$ cat src/rtl/calc_pkg.sv
// Shared constants and state encoding for the calculator display path.
package calc_pkg;

    localparam int BCD_W = 4;
    localparam logic [BCD_W-1:0] BLANK_CODE = 4'hF;

    typedef enum logic [1:0] {
        IDLE  = 2'd0,
        SHIFT = 2'd1,
        LATCH = 2'd2
    } dispState_t;

endpackage

$ cat src/rtl/ser_tick_gen.sv
// Bit-rate prescaler: one tick every CLK_DIV enabled cycles, parked at zero while disabled.
module ser_tick_gen #(
    parameter int CLK_DIV = 2000
) (
    input  logic clk,
    input  logic rst,
    input  logic en,
    output logic tick
);

    localparam int CW = (CLK_DIV > 1) ? $clog2(CLK_DIV) : 1;
    localparam logic [CW-1:0] LAST = CW'(CLK_DIV - 1);

    logic [CW-1:0] count;

    assign tick = en && (count == LAST);

    always_ff @(posedge clk or posedge rst) begin
        if (rst) begin
            count <= '0;
        end else if (!en || tick) begin
            count <= '0;
        end else begin
            count <= count + CW'(1);
        end
    end

endmodule

$ cat src/rtl/bcd_serial_display.sv
// Serial BCD display driver: blanks leading zeros, shifts a frame on ser_clk/ser_data,
// then strobes ser_latch. A one-deep pending buffer keeps the newest load requested while busy.
module bcd_serial_display
    import calc_pkg::*;
#(
    parameter int DIGITS        = 4,
    parameter int CLK_DIV       = 2000,
    parameter int MSB_FIRST     = 1,
    parameter int BLANK_LEADING = 1
) (
    input  logic                    clk,
    input  logic                    rst,
    input  logic [BCD_W*DIGITS-1:0] bcd_in,
    input  logic                    load,
    output logic                    ser_clk,
    output logic                    ser_data,
    output logic                    ser_latch,
    output logic                    busy,
    output logic                    done
);

    localparam int FRAME_BITS = BCD_W * DIGITS;
    localparam int CNT_W      = $clog2(FRAME_BITS + 1);
    localparam logic [CNT_W-1:0] LAST_BIT = CNT_W'(FRAME_BITS - 1);

    dispState_t            state;
    logic [FRAME_BITS-1:0] shiftReg;
    logic [FRAME_BITS-1:0] pendFrame;
    logic [FRAME_BITS-1:0] blanked;
    logic [FRAME_BITS-1:0] shifted;
    logic [FRAME_BITS-1:0] startFrame;
    logic                  pendValid;
    logic                  tick;
    logic [CNT_W-1:0]      bitCnt;

    // Walk down from the top digit; zeros stay blank until the first nonzero digit.
    function automatic logic [FRAME_BITS-1:0] blankLeading(input logic [FRAME_BITS-1:0] word);
        logic [FRAME_BITS-1:0] result;
        logic                  seen;
        result = word;
        seen   = 1'b0;
        for (int d = DIGITS - 1; d > 0; d--) begin
            if (word[d*BCD_W +: BCD_W] != '0) begin
                seen = 1'b1;
            end else if (!seen) begin
                result[d*BCD_W +: BCD_W] = BLANK_CODE;
            end
        end
        return result;
    endfunction

    function automatic logic firstBit(input logic [FRAME_BITS-1:0] word);
        return (MSB_FIRST != 0) ? word[FRAME_BITS-1] : word[0];
    endfunction

    assign blanked    = (BLANK_LEADING != 0) ? blankLeading(bcd_in) : bcd_in;
    assign shifted    = (MSB_FIRST != 0) ? (shiftReg << 1) : (shiftReg >> 1);
    assign startFrame = load ? blanked : pendFrame;

    ser_tick_gen #(
        .CLK_DIV(CLK_DIV)
    ) tickGen (
        .clk (clk),
        .rst (rst),
        .en  (state != IDLE),
        .tick(tick)
    );

    always_ff @(posedge clk or posedge rst) begin
        if (rst) begin
            state     <= IDLE;
            shiftReg  <= '0;
            pendFrame <= '0;
            pendValid <= 1'b0;
            bitCnt    <= '0;
            ser_clk   <= 1'b0;
            ser_data  <= 1'b0;
            ser_latch <= 1'b0;
            busy      <= 1'b0;
            done      <= 1'b0;
        end else begin
            done <= 1'b0;
            case (state)
                IDLE: begin
                    if (load) begin
                        shiftReg <= blanked;
                        ser_data <= firstBit(blanked);
                        bitCnt   <= '0;
                        ser_clk  <= 1'b0;
                        busy     <= 1'b1;
                        state    <= SHIFT;
                    end
                end
                SHIFT: begin
                    if (load) begin
                        pendFrame <= blanked;
                        pendValid <= 1'b1;
                    end
                    if (tick) begin
                        if (!ser_clk) begin
                            ser_clk <= 1'b1;
                        end else begin
                            ser_clk <= 1'b0;
                            if (bitCnt == LAST_BIT) begin
                                ser_data  <= 1'b0;
                                ser_latch <= 1'b1;
                                state     <= LATCH;
                            end else begin
                                bitCnt   <= bitCnt + CNT_W'(1);
                                shiftReg <= shifted;
                                ser_data <= firstBit(shifted);
                            end
                        end
                    end
                end
                LATCH: begin
                    // A load landing on the final latch cycle is the newest value, so it starts directly.
                    if (tick) begin
                        ser_latch <= 1'b0;
                        done      <= 1'b1;
                        if (load || pendValid) begin
                            shiftReg  <= startFrame;
                            ser_data  <= firstBit(startFrame);
                            bitCnt    <= '0;
                            pendValid <= 1'b0;
                            state     <= SHIFT;
                        end else begin
                            busy  <= 1'b0;
                            state <= IDLE;
                        end
                    end else if (load) begin
                        pendFrame <= blanked;
                        pendValid <= 1'b1;
                    end
                end
                default: begin
                    state <= IDLE;
                end
            endcase
        end
    end

endmodule
$ cat config.mk
export PLATFORM = sky130hd
export DESIGN_NAME = bcd_serial_display
export DESIGN_NICKNAME = d
export VERILOG_FILES = /design/src/rtl/calc_pkg.sv /design/src/rtl/ser_tick_gen.sv /design/src/rtl/bcd_serial_display.sv
export SDC_FILE = /design/constraint.sdc
export NUM_CORES = 1
export LEC_CHECK = 0
export BUFFER_PORTS_ARGS = -buffer_cell sky130_fd_sc_hd__buf_2
export CORE_MARGIN = 2
export CORE_UTILIZATION = 55
export DETAILED_ROUTE_END_ITERATION = 8
export GPL_TIMING_DRIVEN = 0
export HOLD_SLACK_MARGIN = 0.1
export PLACE_DENSITY_LB_ADDON = 0.12
export SYNTH_ARGS = -nofsm -noshare
export SYNTH_HDL_FRONTEND = slang
export SYNTH_SLANG_ARGS = --single-unit
export TNS_END_PERCENT = 1
$ cat constraint.sdc
create_clock -name clk -period 3.6 [get_ports clk]
set_input_delay 0.72 -clock clk [delete_from_list [all_inputs] [get_ports clk]]
set_output_delay 0.72 -clock clk [all_outputs]
set_load 0.02 [all_outputs]
Yosys cells after proc, flatten, opt, wreduce, memory -nomap -nowiden
Cells that the tools add are included.
{"block": "classes", "addsub": 2, "eq_ne": 14, "mux": 58, "reduce_logical": 21}
{"op": "15-bit 2-to-1 mux", "n": 6}
{"op": "15-bit one-hot mux with 3 select lines", "n": 1}
{"op": "16-bit 2-to-1 mux", "n": 2}
{"op": "16-bit one-hot mux with 2 select lines", "n": 1}
{"op": "5-bit 2-to-1 mux", "n": 6}
{"op": "1-bit 2-to-1 mux", "n": 24}
{"op": "4-bit 2-to-1 mux", "n": 5}
{"op": "5-bit one-hot mux with 3 select lines", "n": 1}
{"op": "2-bit inequality test (second input constant)", "n": 7}
{"op": "4-bit nonzero test", "n": 3}
{"op": "11-bit by 1-bit adder with 11-bit output (second input constant)", "n": 1}
{"op": "11-bit equality test (second input constant)", "n": 1}
{"op": "11-bit 2-to-1 mux", "n": 1}
{"op": "2-bit 2-to-1 mux", "n": 5}
{"op": "5-bit AND reduction", "n": 2}
{"op": "1-bit one-hot mux with 2 select lines", "n": 4}
{"op": "2-bit nonzero test", "n": 4}
{"op": "7-bit AND reduction", "n": 1}
{"op": "2-bit one-hot mux with 3 select lines", "n": 1}
{"op": "6-bit AND reduction", "n": 1}
{"op": "5-bit by 1-bit adder with 5-bit output (second input constant)", "n": 1}
{"op": "5-bit by 4-bit equality test with 1-bit output (second input constant)", "n": 1}
{"op": "2-bit by 1-bit inequality test with 1-bit output (second input constant)", "n": 2}
{"op": "2-bit AND reduction", "n": 2}
{"op": "11 further kinds", "n": 12}
{"block": "totals", "ff_bits": 55, "inputBits": 19, "output_inout_bits": 5, "elab_cells": 106}

Longest topological paths before layout
Gate-level depths: netlist of the first run.
{"block": "logic_depth", "word_depth": 9, "mapped_depth": 10, "depth_no_buf": 8}

Cells and area by module
A second synthesis of the first run with hierarchy kept.
{"block": "unflattened", "hier_cells": 342, "hier_area_um2": 3078.0}
{"mod": "bcd_serial_display", "instances": 1, "cells_each": 283, "area_each_um2": 2526.2, "seq_area_each_um2": 1101.1}
{"mod": "ser_tick_gen", "instances": 1, "cells_each": 59, "area_each_um2": 551.8, "seq_area_each_um2": 275.3}

Least setup slack after synthesis of the first run
OpenSTA, ideal clock, no wires.
{"block": "synth_path", "path_type": "flip-flop to flip-flop", "startpoint": "register state[0]", "endpoint": "register bitCnt[2]", "setup_ns": 0.126, "arrival_ns": 2.087, "required_ns": 3.474, "path_slack_ns": 1.387, "path_stages_with_launch": 10, "path_buffers": 2, "synth_period_minus_slack_ns": 2.213, "cell_sequence": "dfrtp_1 > inv_1 > ha_1 > clkbuf_1 > nor2b_1 > and4_4 > nand2_2 > a211o_1 > buf_6 > a221o_1"}
{"block": "synth_between", "elab_chain_cells": 4, "elab_cells_between_ends": 14, "classes_between": "eq/ne: 8; mux: 1; reduce/logical: 5"}
{"element": "start, declared", "line": "bcd_serial_display.sv:26", "source": "dispState_t state;"}
{"element": "start signal, assigned", "line": "bcd_serial_display.sv:71", "source": "state <= IDLE;"}
{"element": "start signal, assigned", "line": "bcd_serial_display.sv:91", "source": "state <= SHIFT;"}
{"element": "start signal, assigned", "line": "bcd_serial_display.sv:107", "source": "state <= LATCH;"}
{"element": "2-bit nonzero test", "line": "bcd_serial_display.sv:65", "source": ".en (state != IDLE),"}
{"element": "1-bit logical AND", "line": "ser_tick_gen.sv:16", "source": "assign tick = en && (count == LAST);"}
{"element": "2-bit by 1-bit inequality test with 1-bit output (no source line)"}
{"element": "7-bit AND reduction (no source line)"}
{"element": "end signal, assigned", "line": "bcd_serial_display.sv:109", "source": "bitCnt <= bitCnt + CNT_W'(1);"}
{"element": "end, declared", "line": "bcd_serial_display.sv:34", "source": "logic [CNT_W-1:0] bitCnt;"}
Parallel ways exist; a longest one is shown, timed or not.
A chain may end at the register's enable or synchronous reset.

Worst setup path after layout of the first run
{"block": "layout_path", "startpoint": "register state[1]", "endpoint": "register pendFrame[15]"}
{"block": "layout_between", "elab_chain_cells": 4, "elab_cells_between_ends": 8, "classes_between": "eq/ne: 3; mux: 1; reduce/logical: 4"}
{"element": "2-bit nonzero test", "line": "bcd_serial_display.sv:65"}
{"element": "1-bit logical AND", "line": "ser_tick_gen.sv:16"}
{"element": "2-bit inequality test (no source line)"}
{"element": "2-bit AND reduction (no source line)"}
{"element": "end signal, assigned", "line": "bcd_serial_display.sv:96", "source": "pendFrame <= blanked;"}
{"element": "end signal, assigned", "line": "bcd_serial_display.sv:132", "source": "pendFrame <= blanked;"}
{"element": "end, declared", "line": "bcd_serial_display.sv:28", "source": "logic [FRAME_BITS-1:0] pendFrame;"}
Parallel ways exist; a longest one is shown, timed or not.

==> results of run 1 <==
==> worst max-delay path: cells and delay by family (launching register included) <==
| family | cells | cell delay, ps |
|---|---|---|
| flops | 1 | 410 |
| simple gates | 2 | 210 |
| fa+ha+maj | 1 | 150 |
| compound gates | 2 | 410 |
| buf+inv | 5 | 1330 |
==> metrics by stage <==
step	instances	instance area (sq um)	util (%)
floorplan	310	3050	-
global placement	405	3250	59.8
detailed placement	406	3270	60.1
CTS	414	3370	62.0
global route	414	3370	62.0
finish	414	3370	62.0
==> area by class of cell <==
type                    count  area [sq um]  share of cell area (%)
inverters                  17          63.8                    1.89
plain buffers              17          97.6                    2.90
clock buffers               8           100                    2.97
multi-input cells         221          1510                    44.7
repair buffers             24           135                    4.01
well taps                  72          90.1                    2.67
flip-flops and latches     55          1380                    40.8
==> power by group through the flow <==
stage / Combinational, W / Sequential [W] / Clock [W]
2_1_floorplan: 0.0000712 / 0.000653 / 0
3_3_place_gp: 0.000103 / 0.000655 / 0
3_5_place_dp: 0.000108 / 0.000656 / 0
4_1_cts: 0.000108 / 0.000643 / 0.000377
5_1_grt: 0.000122 / 0.000646 / 0.000404
6_report: 0.000107 / 0.000643 / 0.000367
==> path summary, 6_finish.rpt <==
check,from,endpoint,slack [ps]
min in group clk,tickGen.count[0],tickGen.count[0],490
worst max-delay path,state[1],pendFrame[15],990
worst min register to register,tickGen.count[0],tickGen.count[0],490
max in group asynchronous,rst,pendFrame[1],2690
worst min-delay path,rst,tickGen.count[1],390
worst max register to register,state[1],pendFrame[15],990
==> registers in the layout (all words and copies together) (netlist names) <==
signal         flops
pendFrame         16
shiftReg          15
tickGen.count     11
bitCnt             5
state              2
busy               1
done               1
pendValid          1
ser_clk            1
ser_data           1
ser_latch          1
==> cells by family (layout without fill, tap and decap cells) <==
logic type / Yosys count / count (layout) / share of synthesized area, %
and+or+nand+nor: 102 / 102 / 16.8
AOI/OAI and AO/OA: 81 / 81 / 18.2
DFF: 55 / 55 / 45.2
buffers and inverters: 34 / 66 / 5.30
muxes: 21 / 21 / 8.75
xor gates and xnor gates: 10 / 10 / 2.88
adders and majority gates: 7 / 7 / 2.88
==> cell usage in the layout, fill, tap and decap left out, types with 3 or more instances in the layout <==
master / netlist / routed
a21oi_1: 26 / 26
buf_2: 3 / 26
ha_1: 7 / 7
a31oi_1: 4 / 4
nor3_1: 9 / 9
nor2_1: 41 / 41
mux2_4: 10 / 10
clkbuf_1: 10 / 11
o21ai_0: 11 / 11
xor2_1: 4 / 4
nand3_1: 14 / 14
a211o_1: 5 / 5
mux2i_1: 6 / 6
nor2b_1: 6 / 6
a22o_1: 8 / 8
clkbuf_8: 0 / 7
inv_1: 17 / 16
and3_1: 6 / 6
dfrtp_1: 55 / 55
mux2_2: 5 / 5
a222oi_1: 3 / 3
buf_6: 4 / 4
xnor2_1: 6 / 6
o211ai_1: 5 / 5
nand2_1: 14 / 14
==> metal layers <==
metal  wire, um  part of all wire, %  up-vias  track usage (%)
met5          0                    0        -                0
met4         27                 0.42        0             5.26
met2       2950                   46       55             34.9
li1           -                    -     1176                -
met3        279                  4.4        2             4.71
met1       3110                   49     1155             33.1
==> metrics.txt, run 1 <==
Design Power 0.00112 W; Clock power frac 32.8%; GP Congestion about 0.86; number of synthesized flops with an enable pin 0; Slew @ Worst Pin a little under 700 ps; Initial Util 56.0%; Post-synth top cells dfrtp_1, nor2_1, a21oi_1; largest net degree at the start of global routing 40; Sw Pwr approximately 0.00026 W; # IOs 24; Internal 0.000856 W; Placement Setup Slack 1030 ps; layout cell share with drive strength beyond 1 a little under a fifth; global-route wire length before repair 11100 um; num rows 27; worst-case reg-to-reg path depth 10; initial antenna violation count 0; Post-CTS Setup Bufs 0; Synthesis Warnings 0; WL final roughly 6400 um; core area 5440 sq um; DR vias 2388; Net Sw Frac 23.4%; Max IR drop VDD between 0.2 and 0.25 mV; leakage approximately 1.7 nW; post-synth top area cell dfrtp_1; area share of the largest cell type after synthesis 45.2%; Synth Flop Type dfrtp_1; part of the Yosys area used for sequential elements 45.2%; dpl hpwl 4560 um; Slowest-stage cell, CP dfrtp_1; most frequent cell after synthesis dfrtp_1; Post-CTS Resized 0; Setup TNS Final 0 ps; Worst setup SP type flip-flop; Cell Area, Synth 3050 sq um; Hold Worst Slack 385 ps; top post-synthesis cells by area dfrtp_1, nor2_1, mux2_4; die height about 78 um; Clock Sinks 55; Avg WL per Cell 15.4 um; Final Cycle Share around 72%; crit path capture type flip-flop; Req. time, crit path around 3800 ps; die footprint 6150 sq um; Post-DRT Antenna Nets 0; Post-CTS Hold Fix Bufs 0; number of global-route vias before repair 2329; power per cell area 332 nW/um^2; Syn Area/Cell 9.82 sq um; Mapped Cells 310; Logic pwr share roughly a tenth; run status finished, final reports clean; CP max FO 10; clock latency on the worst-skew pair 300 ps; I/O Buffers 23; unrepaired setup endpoints after global routing no; Final Slew Violations 0; DIE WIDTH 78.4 um; TritonRoute pass-1 iters 4; max incr delay on CP 410 ps; gr usage total 22.7%; DRC Markers 0; Vias/cell 5.77; Max Fclk 383 MHz; final setup fails 0; Synth Register Bits 55; Worst-path clk slew 90 ps; async set or reset register ratio after synthesis 100%; kind of critical path reg -> reg; total CTS buffers 5; clock tree buffer depth 2; Syn Nets 336; HP Class in -> async; GRT Residual Overflow 0; clock period minus worst slack 2610 ps; H-tree lvl count 2; drt initial violations 173; endpoints failing hold 0; # nets final 367; clk_skew 4.93 ps; Worst Path Arrival 2830 ps; PnR worst setup slack 992 ps; Max Cap Violations 0; Critical Path, Cell by Cell inv_1 -> ha_1 -> clkbuf_1 -> inv_1 -> a21oi_1 -> nor2b_1 -> buf_2 -> buf_2 -> nor2_1 -> a21oi_1; Unique masters post-synth 47; Slew headroom 54.7%; Layout area overhead 10.7%; Flop pwr share 57.6%; # fillers 460; root buf cell clkbuf_8; CTS tree yes; Diodes inserted 0
Power figures use the tool's default switching activity.
==> run 2: changes to the inputs <==
- ABC_AREA: unset -> 1
- clock period: 3.6 -> 2.6 ns (I/O delays scaled with it)
==> run 2 against run 1 <==
First-iteration DRC count is 42% lower; final cell count is 28% higher; setup slack worse by 310 ps; clock power increased by 53%; synthesized cell count increased by 38%; combinational power rose to 19 times the previous value; sequential share of layout area down 1.8 points.
==> metrics.txt, run 2 <==
largest net degree at the start of global routing 35 (-13%); # nets final 485 (+32%); clock tree buffer depth 2 (unchanged); max reg flops 16 (unchanged); Largest regs pendFrame: 16 flops, shiftReg: 15 flops, tickGen.count: 11 flops; GRT met3 Usage 3.15% (-1.6 points); clock latency on the worst-skew pair 310 ps (about the same); top post-synthesis cells by area dfrtp_1, nand2_1, nand3_1; routing usage on met2 42.6% (+7.7 points); Worst-path clk slew 100 ps (about the same); GRT Residual Overflow 0 (unchanged); area share of the largest cell type after synthesis 43.1% (-2.1 points); num rows 27 (unchanged); Clock power frac 14.7% (-18 points); Syn Nets 454 (+35%); Setup TNS Final 0 ps (unchanged); Slew headroom 67.9% (+13 points); Layout area overhead 10.4%; Worst setup SP type flip-flop; Post-DRT Antenna Nets 0 (unchanged); Diodes inserted 0 (unchanged); Net Sw Frac 44.1% (+21 points); CTS tree yes; DR vias 2794 (+17%); initial antenna violation count 0 (unchanged); WL final 6690 um (+5.0%); clk_skew 14.2 ps (+9.27 ps); CP Capture Point ser_data; total CTS buffers 5 (unchanged); Placement Setup Slack 721 ps (-311 ps); final setup fails 0 (unchanged); core area 5540 sq um (+1.9%); clock period minus worst slack 1920 ps (-687 ps); unrepaired setup endpoints after global routing no; Post-CTS Resized 0 (unchanged); DIE WIDTH 80.2 um (+2.2%); Syn Area/Cell 7.45 sq um (-24%); I/O Buffers 23 (unchanged); R2R setup slack 680 ps (-310 ps); number of global-route vias before repair 2726 (+17%); Placed Instances 524 (+29%); Unique masters post-synth 35 (-26%); Vias/cell 5.26 (-8.8%); global route hottest layer met2; drt initial violations 101 (-42%); commonest non-fill, non-tap cells in the layout nand2_1, dfrtp_1, nor2_1; Slowest-stage cell, CP ha_1; CP max FO 10 (unchanged); Logic pwr share 51.7% (+42 points); post-synth top area cell dfrtp_1; async set or reset register ratio after synthesis 100% (unchanged); final std cells w/o fill 531 (+28%); PnR worst setup slack 679 ps (-313 ps); die height 80.2 um (+2.2%); run status finished, final reports clean; endpoints failing hold 0 (unchanged); Reg-to-Reg Start state[0]; Slew @ Worst Pin 481 ps (-193 ps); commonest non-fill, non-tap cell in the layout nand2_1; Flop pwr share 33.7% (-24 points); # fillers 529 (+15%); kind of critical path reg -> reg; Avg WL per Cell 12.6 um (-18%); Internal 0.00214 W (+150%); Synthesis Warnings 0 (unchanged); Post-CTS Hold Fix Bufs 0 (unchanged); Final Cycle Share 73.9% (+1.5 points); Mapped Cells 428 (+38%); die footprint 6430 sq um (+4.5%); met1 usage 29.2% (-3.9 points); most frequent cell after synthesis nand2_1; Max Cap Violations 0 (unchanged); power per cell area 1090 nW/um^2 (+230%); Critical Path, Cell by Cell inv_1 -> ha_1 -> nand2_1 -> inv_1 -> buf_2 -> nand2_1 -> nand2_1 -> nand3_1 -> nand2_1; worst-case reg-to-reg path depth 9 (-1); Synth Register Bits 55 (unchanged); Max IR drop VDD 0.747 mV (+220%); crit path capture type flip-flop; Post-CTS Setup Bufs 0 (unchanged); DRC Markers 0 (unchanged); TritonRoute pass-1 iters 5 (+1); Largest Register pendFrame; Clock Sinks 55 (unchanged); Sw Pwr 0.00169 W (+540%); H-tree lvl count 2 (unchanged); Max Fclk 521 MHz (+36%); leakage 1.86 nW (+11%); # IOs 24 (unchanged); Synth Flop Type dfrtp_1; Post-synth top cells nand2_1, dfrtp_1, inv_1, nor2_1, nand3_1; dpl hpwl 5020 um (+10%); Req. time, crit path 2840 ps (-980 ps); Final Slew Violations 0 (unchanged); part of the Yosys area used for sequential elements 43.1% (-2.1 points); max incr delay on CP 420 ps (about the same); crit path from state[0]; HP Class in -> async; Worst R2R End ser_data; GP Congestion 0.876 (+2.5%); Worst Path Arrival 2160 ps (-670 ps); gr usage total 23.4% (+0.72 points); Cell Area, Synth 3190 sq um (+4.8%); root buf cell clkbuf_8; global-route wire length before repair 11900 um (+7.3%); cell mode on critical path nand2_1; number of synthesized flops with an enable pin 0 (unchanged); Initial Util 57.6% (+1.6 points); layout cell share with drive strength beyond 1 14.8% (-3.6 points)
-- run 2: cell families after synthesis --
logic type               count (synthesis)  share of synthesized area (%)
XOR/XNOR                                 2                          0.549
AO/OA/AOI/OAI                           43                           7.49
AND/OR/NAND/NOR                        254                           35.9
buffers and inverters                   64                           9.22
adder cells (fa/ha/maj)                  7                           2.74
flip-flops                              55                           43.1
multiplexers                             3                          0.941
-- run 2: per-stage QoR --
stage / cell area (sq um) / hold slack, ps / util [%] / total power (W)
6_report: 3520 / 220 / 63.6 / 0.00383
5_1_grt: 3520 / 263 / 63.6 / 0.00422
4_1_cts: 3520 / 233 / 63.6 / 0.00386
3_5_place_dp: 3420 / 459 / 61.7 / 0.00329
3_3_place_gp: 3400 / 455 / 61.3 / 0.00324
2_1_floorplan: 3190 / 433 / - / 0.00284
-- run 2: worst min-delay path by stage --
stage                             to  slack (ps)  cells past startpoint
detailed placement          ser_data         460                      2
finish                 pendFrame[13]         220                      2
floorplan           tickGen.count[0]         430                      1
global route                    done         260                      2
global placement    tickGen.count[0]         450                      1
CTS                    pendFrame[14]         230                      2
-- run 2: power groups by stage --
stage / Clock, W / Combinational [W] / Sequential (W)
2_1_floorplan: 0 / 0.00152 / 0.00131
3_3_place_gp: 0 / 0.00194 / 0.00130
3_5_place_dp: 0 / 0.00198 / 0.00131
4_1_cts: 0.000575 / 0.00199 / 0.00129
5_1_grt: 0.000610 / 0.00228 / 0.00132
6_report: 0.000562 / 0.00198 / 0.00129
-- run 2: layer usage --
| metal | wire [um] | vias up |
|---|---|---|
| li1 | - | 1408 |
| met1 | 3130 | 1317 |
| met2 | 3290 | 57 |
| met3 | 179 | 12 |
| met4 | 89 | 0 |
| met5 | 0 | - |
-- run 2: area by class of cell --
type                       count  area, sq um  share of cell area [%]
tap                           72         90.1                    2.56
clock buffer                   5         68.8                    1.95
clock inverter                 2         37.5                    1.07
sequential                    55         1380                    39.1
multi-input combinational    309         1520                    43.2
timing repair buffer          24          135                    3.84
buffer                        14          101                    2.88
inverter                      50          193                    5.47
-- run 2: worst max-delay path, delay by kind of cell, from the launching register on --
family / cells / cell delay (ps)
simple gates: 5 / 590
buf+inv: 3 / 460
fa+ha+maj: 1 / 420
flops: 1 / 400
